===== src/rtl/ksa_engine_if.sv =====
// ksa_engine_if: handshake and RAM bus bundle for the RC4 key-scheduling engine.
//   start/init_only/secret_key : run request and its operands (from the requester)
//   busy/done                  : run status (from the engine)
//   ram_addr/ram_wdata/ram_wren: single-port RAM command (from the engine)
//   ram_q                      : RAM read data, one wait state (from the RAM)
// The slave modport is the engine's view; master is the requester/RAM side.
interface ksa_engine_if #(
  parameter int unsigned KEY_BYTES = 3,
  parameter int unsigned ADDR_W    = 8
) ();
  logic                   start;
  logic                   init_only;
  logic [8*KEY_BYTES-1:0] secret_key;
  logic                   busy;
  logic                   done;
  logic [ADDR_W-1:0]      ram_addr;
  logic [ADDR_W-1:0]      ram_wdata;
  logic                   ram_wren;
  logic [ADDR_W-1:0]      ram_q;

  modport slave (
    input  start, init_only, secret_key, ram_q,
    output busy, done, ram_addr, ram_wdata, ram_wren
  );

  modport master (
    output start, init_only, secret_key, ram_q,
    input  busy, done, ram_addr, ram_wdata, ram_wren
  );
endinterface


===== src/rtl/ksa_engine.sv =====
// ksa_engine: RC4 key-scheduling algorithm driving an external single-port RAM.
//   clk : sole clock, rising edge
//   rst : synchronous, active-high reset
//   bus : ksa_engine_if.slave
//         start/init_only/secret_key sampled in idle or done
//         busy high while a run is in progress, done held until next start or reset
//         ram_addr/ram_wdata/ram_wren registered RAM command, ram_q read data
// Each state's action happens on the clock edge taken while in that state, so the RAM
// command it issues is visible during the following cycle. ram_q is sampled two edges
// after the address is issued (RAM registers the address, then data is ready).
module ksa_engine #(
  parameter int unsigned KEY_BYTES = 3,
  parameter int unsigned ADDR_W    = 8
) (
  input logic         clk,
  input logic         rst,
  ksa_engine_if.slave bus
);

  localparam int unsigned KW = (KEY_BYTES > 1) ? $clog2(KEY_BYTES) : 1;
  localparam logic [KW-1:0] KidxLast = KW'(KEY_BYTES - 1);

  typedef enum logic [3:0] {
    StIdle, StInit, StRdI, StWtI, StRdJ, StWtJ, StWrI, StWrJ, StDone
  } state_e;

  state_e            state_q;
  logic [ADDR_W-1:0] i_q;
  logic [ADDR_W-1:0] j_q;
  logic [ADDR_W-1:0] si_q;
  logic [KW-1:0]     kidx_q;  // i mod KEY_BYTES, wrapped alongside i
  logic              init_only_q;
  logic [7:0]        key_q [KEY_BYTES];  // key_q[0] is the most-significant key byte

  logic [7:0]          key_byte;
  logic [ADDR_W+7:0]   key_ext;
  logic [ADDR_W-1:0]   j_new;

  // Zero-extend then truncate so the key byte is reduced mod N for any ADDR_W.
  always_comb begin
    key_byte = key_q[kidx_q];
    key_ext  = {{ADDR_W{1'b0}}, key_byte};
    j_new    = j_q + bus.ram_q + key_ext[ADDR_W-1:0];
  end

  always_ff @(posedge clk) begin
    if (rst) begin
      state_q       <= StIdle;
      i_q           <= '0;
      j_q           <= '0;
      si_q          <= '0;
      kidx_q        <= '0;
      init_only_q   <= 1'b0;
      for (int unsigned k = 0; k < KEY_BYTES; k++) key_q[k] <= '0;
      bus.busy      <= 1'b0;
      bus.done      <= 1'b0;
      bus.ram_addr  <= '0;
      bus.ram_wdata <= '0;
      bus.ram_wren  <= 1'b0;
    end else begin
      bus.ram_wren <= 1'b0;
      unique case (state_q)
        // Done behaves like idle for a new start; done stays high until then.
        StIdle, StDone: begin
          if (bus.start) begin
            for (int unsigned k = 0; k < KEY_BYTES; k++) begin
              key_q[k] <= bus.secret_key[8*(KEY_BYTES-1-k) +: 8];
            end
            init_only_q <= bus.init_only;
            i_q         <= '0;
            j_q         <= '0;
            kidx_q      <= '0;
            bus.busy    <= 1'b1;
            bus.done    <= 1'b0;
            state_q     <= StInit;
          end
        end
        StInit: begin
          bus.ram_addr  <= i_q;
          bus.ram_wdata <= i_q;
          bus.ram_wren  <= 1'b1;
          if (&i_q) begin
            i_q <= '0;
            if (init_only_q) begin
              bus.busy <= 1'b0;
              bus.done <= 1'b1;
              state_q  <= StDone;
            end else begin
              state_q <= StRdI;
            end
          end else begin
            i_q <= i_q + 1'b1;
          end
        end
        StRdI: begin
          bus.ram_addr <= i_q;
          state_q      <= StWtI;
        end
        StWtI: state_q <= StRdJ;
        StRdJ: begin
          si_q         <= bus.ram_q;
          j_q          <= j_new;
          bus.ram_addr <= j_new;
          state_q      <= StWtJ;
        end
        StWtJ: state_q <= StWrI;
        StWrI: begin
          bus.ram_addr  <= i_q;
          bus.ram_wdata <= bus.ram_q;  // S[j]
          bus.ram_wren  <= 1'b1;
          state_q       <= StWrJ;
        end
        StWrJ: begin
          bus.ram_addr  <= j_q;
          bus.ram_wdata <= si_q;
          bus.ram_wren  <= 1'b1;
          if (&i_q) begin
            bus.busy <= 1'b0;
            bus.done <= 1'b1;
            state_q  <= StDone;
          end else begin
            i_q     <= i_q + 1'b1;
            kidx_q  <= (kidx_q == KidxLast) ? '0 : kidx_q + 1'b1;
            state_q <= StRdI;
          end
        end
        default: state_q <= StIdle;
      endcase
    end
  end

endmodule


===== src/flat_wrapper.sv =====
// flat-port wrapper written by rule: the top's interface ports become plain ports
module ksa_engine_flat 
#(
  parameter int unsigned KEY_BYTES = 3,
  parameter int unsigned ADDR_W    = 8
)
  (clk, rst, bus_start, bus_init_only, bus_secret_key, bus_ram_q, bus_busy, bus_done, bus_ram_addr, bus_ram_wdata, bus_ram_wren);
  ksa_engine_if #(.KEY_BYTES(KEY_BYTES), .ADDR_W(ADDR_W)) bus_i ();
  input logic clk;
  input logic rst;
  input wire logic [$bits(bus_i.start)-1:0] bus_start;
  input wire logic [$bits(bus_i.init_only)-1:0] bus_init_only;
  input wire logic [$bits(bus_i.secret_key)-1:0] bus_secret_key;
  input wire logic [$bits(bus_i.ram_q)-1:0] bus_ram_q;
  output wire logic [$bits(bus_i.busy)-1:0] bus_busy;
  output wire logic [$bits(bus_i.done)-1:0] bus_done;
  output wire logic [$bits(bus_i.ram_addr)-1:0] bus_ram_addr;
  output wire logic [$bits(bus_i.ram_wdata)-1:0] bus_ram_wdata;
  output wire logic [$bits(bus_i.ram_wren)-1:0] bus_ram_wren;
  assign bus_i.start = bus_start;
  assign bus_i.init_only = bus_init_only;
  assign bus_i.secret_key = bus_secret_key;
  assign bus_i.ram_q = bus_ram_q;
  assign bus_busy = bus_i.busy;
  assign bus_done = bus_i.done;
  assign bus_ram_addr = bus_i.ram_addr;
  assign bus_ram_wdata = bus_i.ram_wdata;
  assign bus_ram_wren = bus_i.ram_wren;
  ksa_engine #(.KEY_BYTES(KEY_BYTES), .ADDR_W(ADDR_W)) u_core (.clk(clk), .rst(rst), .bus(bus_i));
endmodule

===== config.mk =====
export PLATFORM = sky130hd
export DESIGN_NAME = ksa_engine_flat
export DESIGN_NICKNAME = d
export VERILOG_FILES = /design/src/rtl/ksa_engine_if.sv /design/src/rtl/ksa_engine.sv /design/src/flat_wrapper.sv
export SDC_FILE = /design/constraint.sdc
export NUM_CORES = 1
export LEC_CHECK = 0
export BUFFER_PORTS_ARGS = -buffer_cell sky130_fd_sc_hd__buf_4
export CAP_MARGIN = 20
export CORE_UTILIZATION = 50
export DETAILED_ROUTE_END_ITERATION = 12
export PLACE_DENSITY = 0.71
export SETUP_SLACK_MARGIN = 0.5
export SLEW_MARGIN = 15
export SYNTH_ARGS = -nofsm -noshare
export SYNTH_HDL_FRONTEND = slang
export SYNTH_SLANG_ARGS = --single-unit

===== constraint.sdc =====
create_clock -name clk -period 5.2 [get_ports clk]
set_input_delay 0.52 -clock clk [delete_from_list [all_inputs] [get_ports clk]]
set_output_delay 0.52 -clock clk [all_outputs]
set_load 0.02 [all_outputs]

==> impl_results.md <==
- Type of origin of the critical path: flip-flop
- Vias: 2996
- Warnings from Yosys: 0
- Ports: 55
- CP required: 5.42 ns
- CP max stage cell: dfxtp_1
- Die X-Extent: 89.29 um
- Ys async rst share: 0%
- Drc violations: 0
- Post-cts hold buffer count: 0
- H-tree levels: 3
- Slew Limit Fails: 0
- Syn_nets: 461
- Fill count: 671
- Vert. Die Dim: 89.29 um
- Die ar.: 7973 sq um
- Most frequent CP cell: fa_1
- TritonCTS Buffers: 9
- Slew headroom: 33.39%
- Most frequent cells in the layout: 56 x buf_4, 52 x dfxtp_1, 51 x nor2_1
- CORE AREA: 7292 sq um
- First-pass GRT wire length: 13370 um
- TritonCTS clock tree: done
- Min Tclk post-route: 3.129 ns
- Register area share after synthesis: 46.24%
- Pre-Repair DR Iteration Count: 5
- Longest Clk Path Bufs: 2
- Worst Clk Skew: 0.01085 ns
- Place WS: 2.076 ns
- Initial antenna violation count: 0
- Count of mapped cells out of synthesis: 410
- Clock root buffer: clkbuf_8
- Largest net degree at the start of global routing: 45
- Post-synth EDFFs: 24
- Final Hold Viols: 0
- Cell Area, Synth: 3810 sq um
- Average wire per standard cell: 14.26 um
- Max incr delay on CP: 0.60 ns
- Design area: 4429 sq um
- Starting Density: 52.25%
- Max FO, Critical Path: 8
- # Max-Cap Violations: 0
- Final Net Count: 505
- Final Cycle Share: 60.17%
- Post-Route WL: 7957 um
- Cts repair resizes: 0
- CP arrival: 3.34 ns
- Layout cells sized above 1: 17.86%
- Run status: finished clean
- Worst path cell trace: mux2i_1 -> o21ai_0 -> fa_1 -> ha_1 -> inv_1 -> fa_1 -> nor2b_1 -> o31a_1 -> o22ai_1 -> xnor2_1 -> a211oi_1 -> nor3_1
- Layout Area Growth over Synthesis: 16.26%
- Critical path class: reg2reg
- Post-DP HPWL: 5899 um
- Setup_tns: 0 ns
- RSZ-0062 raised after global routing: no
- GPL Wtd Cong: 0.8098
- Placement Rows: 31
- Final setup fails: 0
- Syn Area/Cell: 9.292 sq um
- Clk slew on worst S/H paths: 0.08 ns
- Post-synth cell types: 49
- DR iter-0 viols: 291
- Commonest non-fill, non-tap cell in the layout: buf_4
- Worst skew pair latency: 0.34 ns
- Port bufs: 54
- GRT Resource Usage Total: 22.40%
- Vias in the first global route: 2758
- HP Class: in2reg
- N_diodes: 0
- DP Area: 4242 sq um
- Worst ir drop on vdd: 0.1641 mV
- Clk sink count: 76
- Synth Register Bits: 76
- Tot Pwr: 1438 uW
- Top_reg_cell synth: dfxtp_1
- Final core utilization: 60.74%
- Total global routing overflow: 0
- Worst Max-Slew Pin Slew: 0.9978 ns
- Crit path capture type: flip-flop
- Final setup margin: 2.071 ns
- Peak Freq: 319.6 MHz
- PD cells: 324.7 nW/um^2
- ANT nets after route: 0
- Vias/cell: 5.369
- Post-CTS Setup Inserts: 0
- Leak pwr: 0.001664 uW
[cell usage after synthesis, types with 2 or more instances]
cell type | count | area (sq um)
dfxtp_1 | 52 | 1041
nor2_1 | 52 | 195.2
nand2_1 | 48 | 180.2
a21oi_1 | 28 | 140.1
o21ai_0 | 28 | 140.1
and2_1 | 24 | 150.1
edfxtp_1 | 24 | 720.7
a211oi_1 | 15 | 112.6
clkbuf_1 | 15 | 56.30
nor3_1 | 14 | 70.07
mux2i_1 | 12 | 120.1
a22oi_1 | 9 | 67.56
fa_1 | 8 | 160.2
ha_1 | 7 | 87.58
xnor2_1 | 7 | 61.31
xor2_1 | 7 | 61.31
inv_1 | 6 | 22.52
o211ai_1 | 4 | 30.03
o221ai_1 | 4 | 35.03
a21o_1 | 3 | 22.52
buf_2 | 3 | 15.01
nand3_1 | 3 | 15.01
nand4_1 | 3 | 18.77
or3_1 | 3 | 18.77
a222oi_1 | 2 | 20.02
and3_1 | 2 | 12.51
buf_4 | 2 | 15.01
buf_6 | 2 | 22.52
nand2b_1 | 2 | 12.51
nor3_2 | 2 | 20.02
[registers in the layout, indices dropped and copies added (netlist names), named ones only]
register / count
u_core.bus.busy: 1
u_core.bus.done: 1
u_core.bus.ram_addr: 8
u_core.bus.ram_wdata: 8
u_core.bus.ram_wren: 1
u_core.i_q: 8
u_core.init_only_q: 1
u_core.j_q: 8
u_core.key_q: 24
u_core.kidx_q: 2
u_core.si_q: 8
u_core.state_q: 4
[area by class of cell]
type / count / area, sq um / share of cell area, %
multi-input combinational: 305 / 1916 / 43.25
sequential: 76 / 1762 / 39.77
timing repair buffer: 56 / 420.4 / 9.492
clock buffer: 10 / 137.6 / 3.107
tap: 99 / 123.9 / 2.797
clock inverter: 6 / 47.55 / 1.073
inverter: 6 / 22.52 / 0.5085
[routing by layer]
metal | up-vias | track usage [%] | wire length, um
met2 | 96 | 35.05 | 3672
met3 | 8 | 3.878 | 530
met4 | 0 | 8.947 | 102
met5 | - | 0 | 0
met1 | 1362 | 30.95 | 3651
li1 | 1530 | - | -
[worst max-delay path: cells and delay by family (launching register included)]
family / cells / cell delay, ns
AND/OR/NAND/NOR: 2 / 0.25
adder cells (fa/ha/maj): 3 / 1.09
flip-flops: 1 / 0.60
multiplexers: 1 / 0.23
XOR/XNOR: 1 / 0.15
AO/OA/AOI/OAI: 4 / 0.62
buffers and inverters: 1 / 0.07
[power by group]
group          switching, uW  internal, uW  total (uW)  leakage, uW
registers               44.7           665         709     0.000682
logic                    180           140         319     0.000893
clock network            220           190         410    0.0000894
[per-stage QoR]
| stage | hold slack, ns | instances |
|---|---|---|
| final | 0.4208 | 558 |
| after CTS | 0.4039 | 558 |
| after detailed placement | 0.4471 | 542 |
| after global routing | 0.4221 | 558 |
| after floorplan | 0.4360 | 410 |
| after global placement | 0.4420 | 542 |
[worst paths after layout]
kind	to	cells after the start	slack (ns)	startpoint
hold / removal	u_core.init_only_q	3	0.42	bus_init_only
setup reg to reg	u_core.bus.ram_addr[7]	12	2.07	flip-flop
hold reg to reg	u_core.bus.ram_wdata[5]	2	0.46	u_core.bus.ram_wdata[5]
setup / recovery	u_core.bus.ram_addr[7]	12	2.07	flip-flop
[kinds of logic (layout without fill, tap and decap cells)]
group                      Yosys count  in the layout  synth area share, %
DFF                                 76             76                46.24
muxes                               12             12                3.153
and+or+nand+nor                    160            160                19.57
AOI/OAI and AO/OA                  104            104                17.77
buffers and inverters               29             78                3.546
xor gates and xnor gates            14             14                3.218
adders and majority gates           15             15                6.502
No activity file was read; power rests on OpenSTA's default activity.
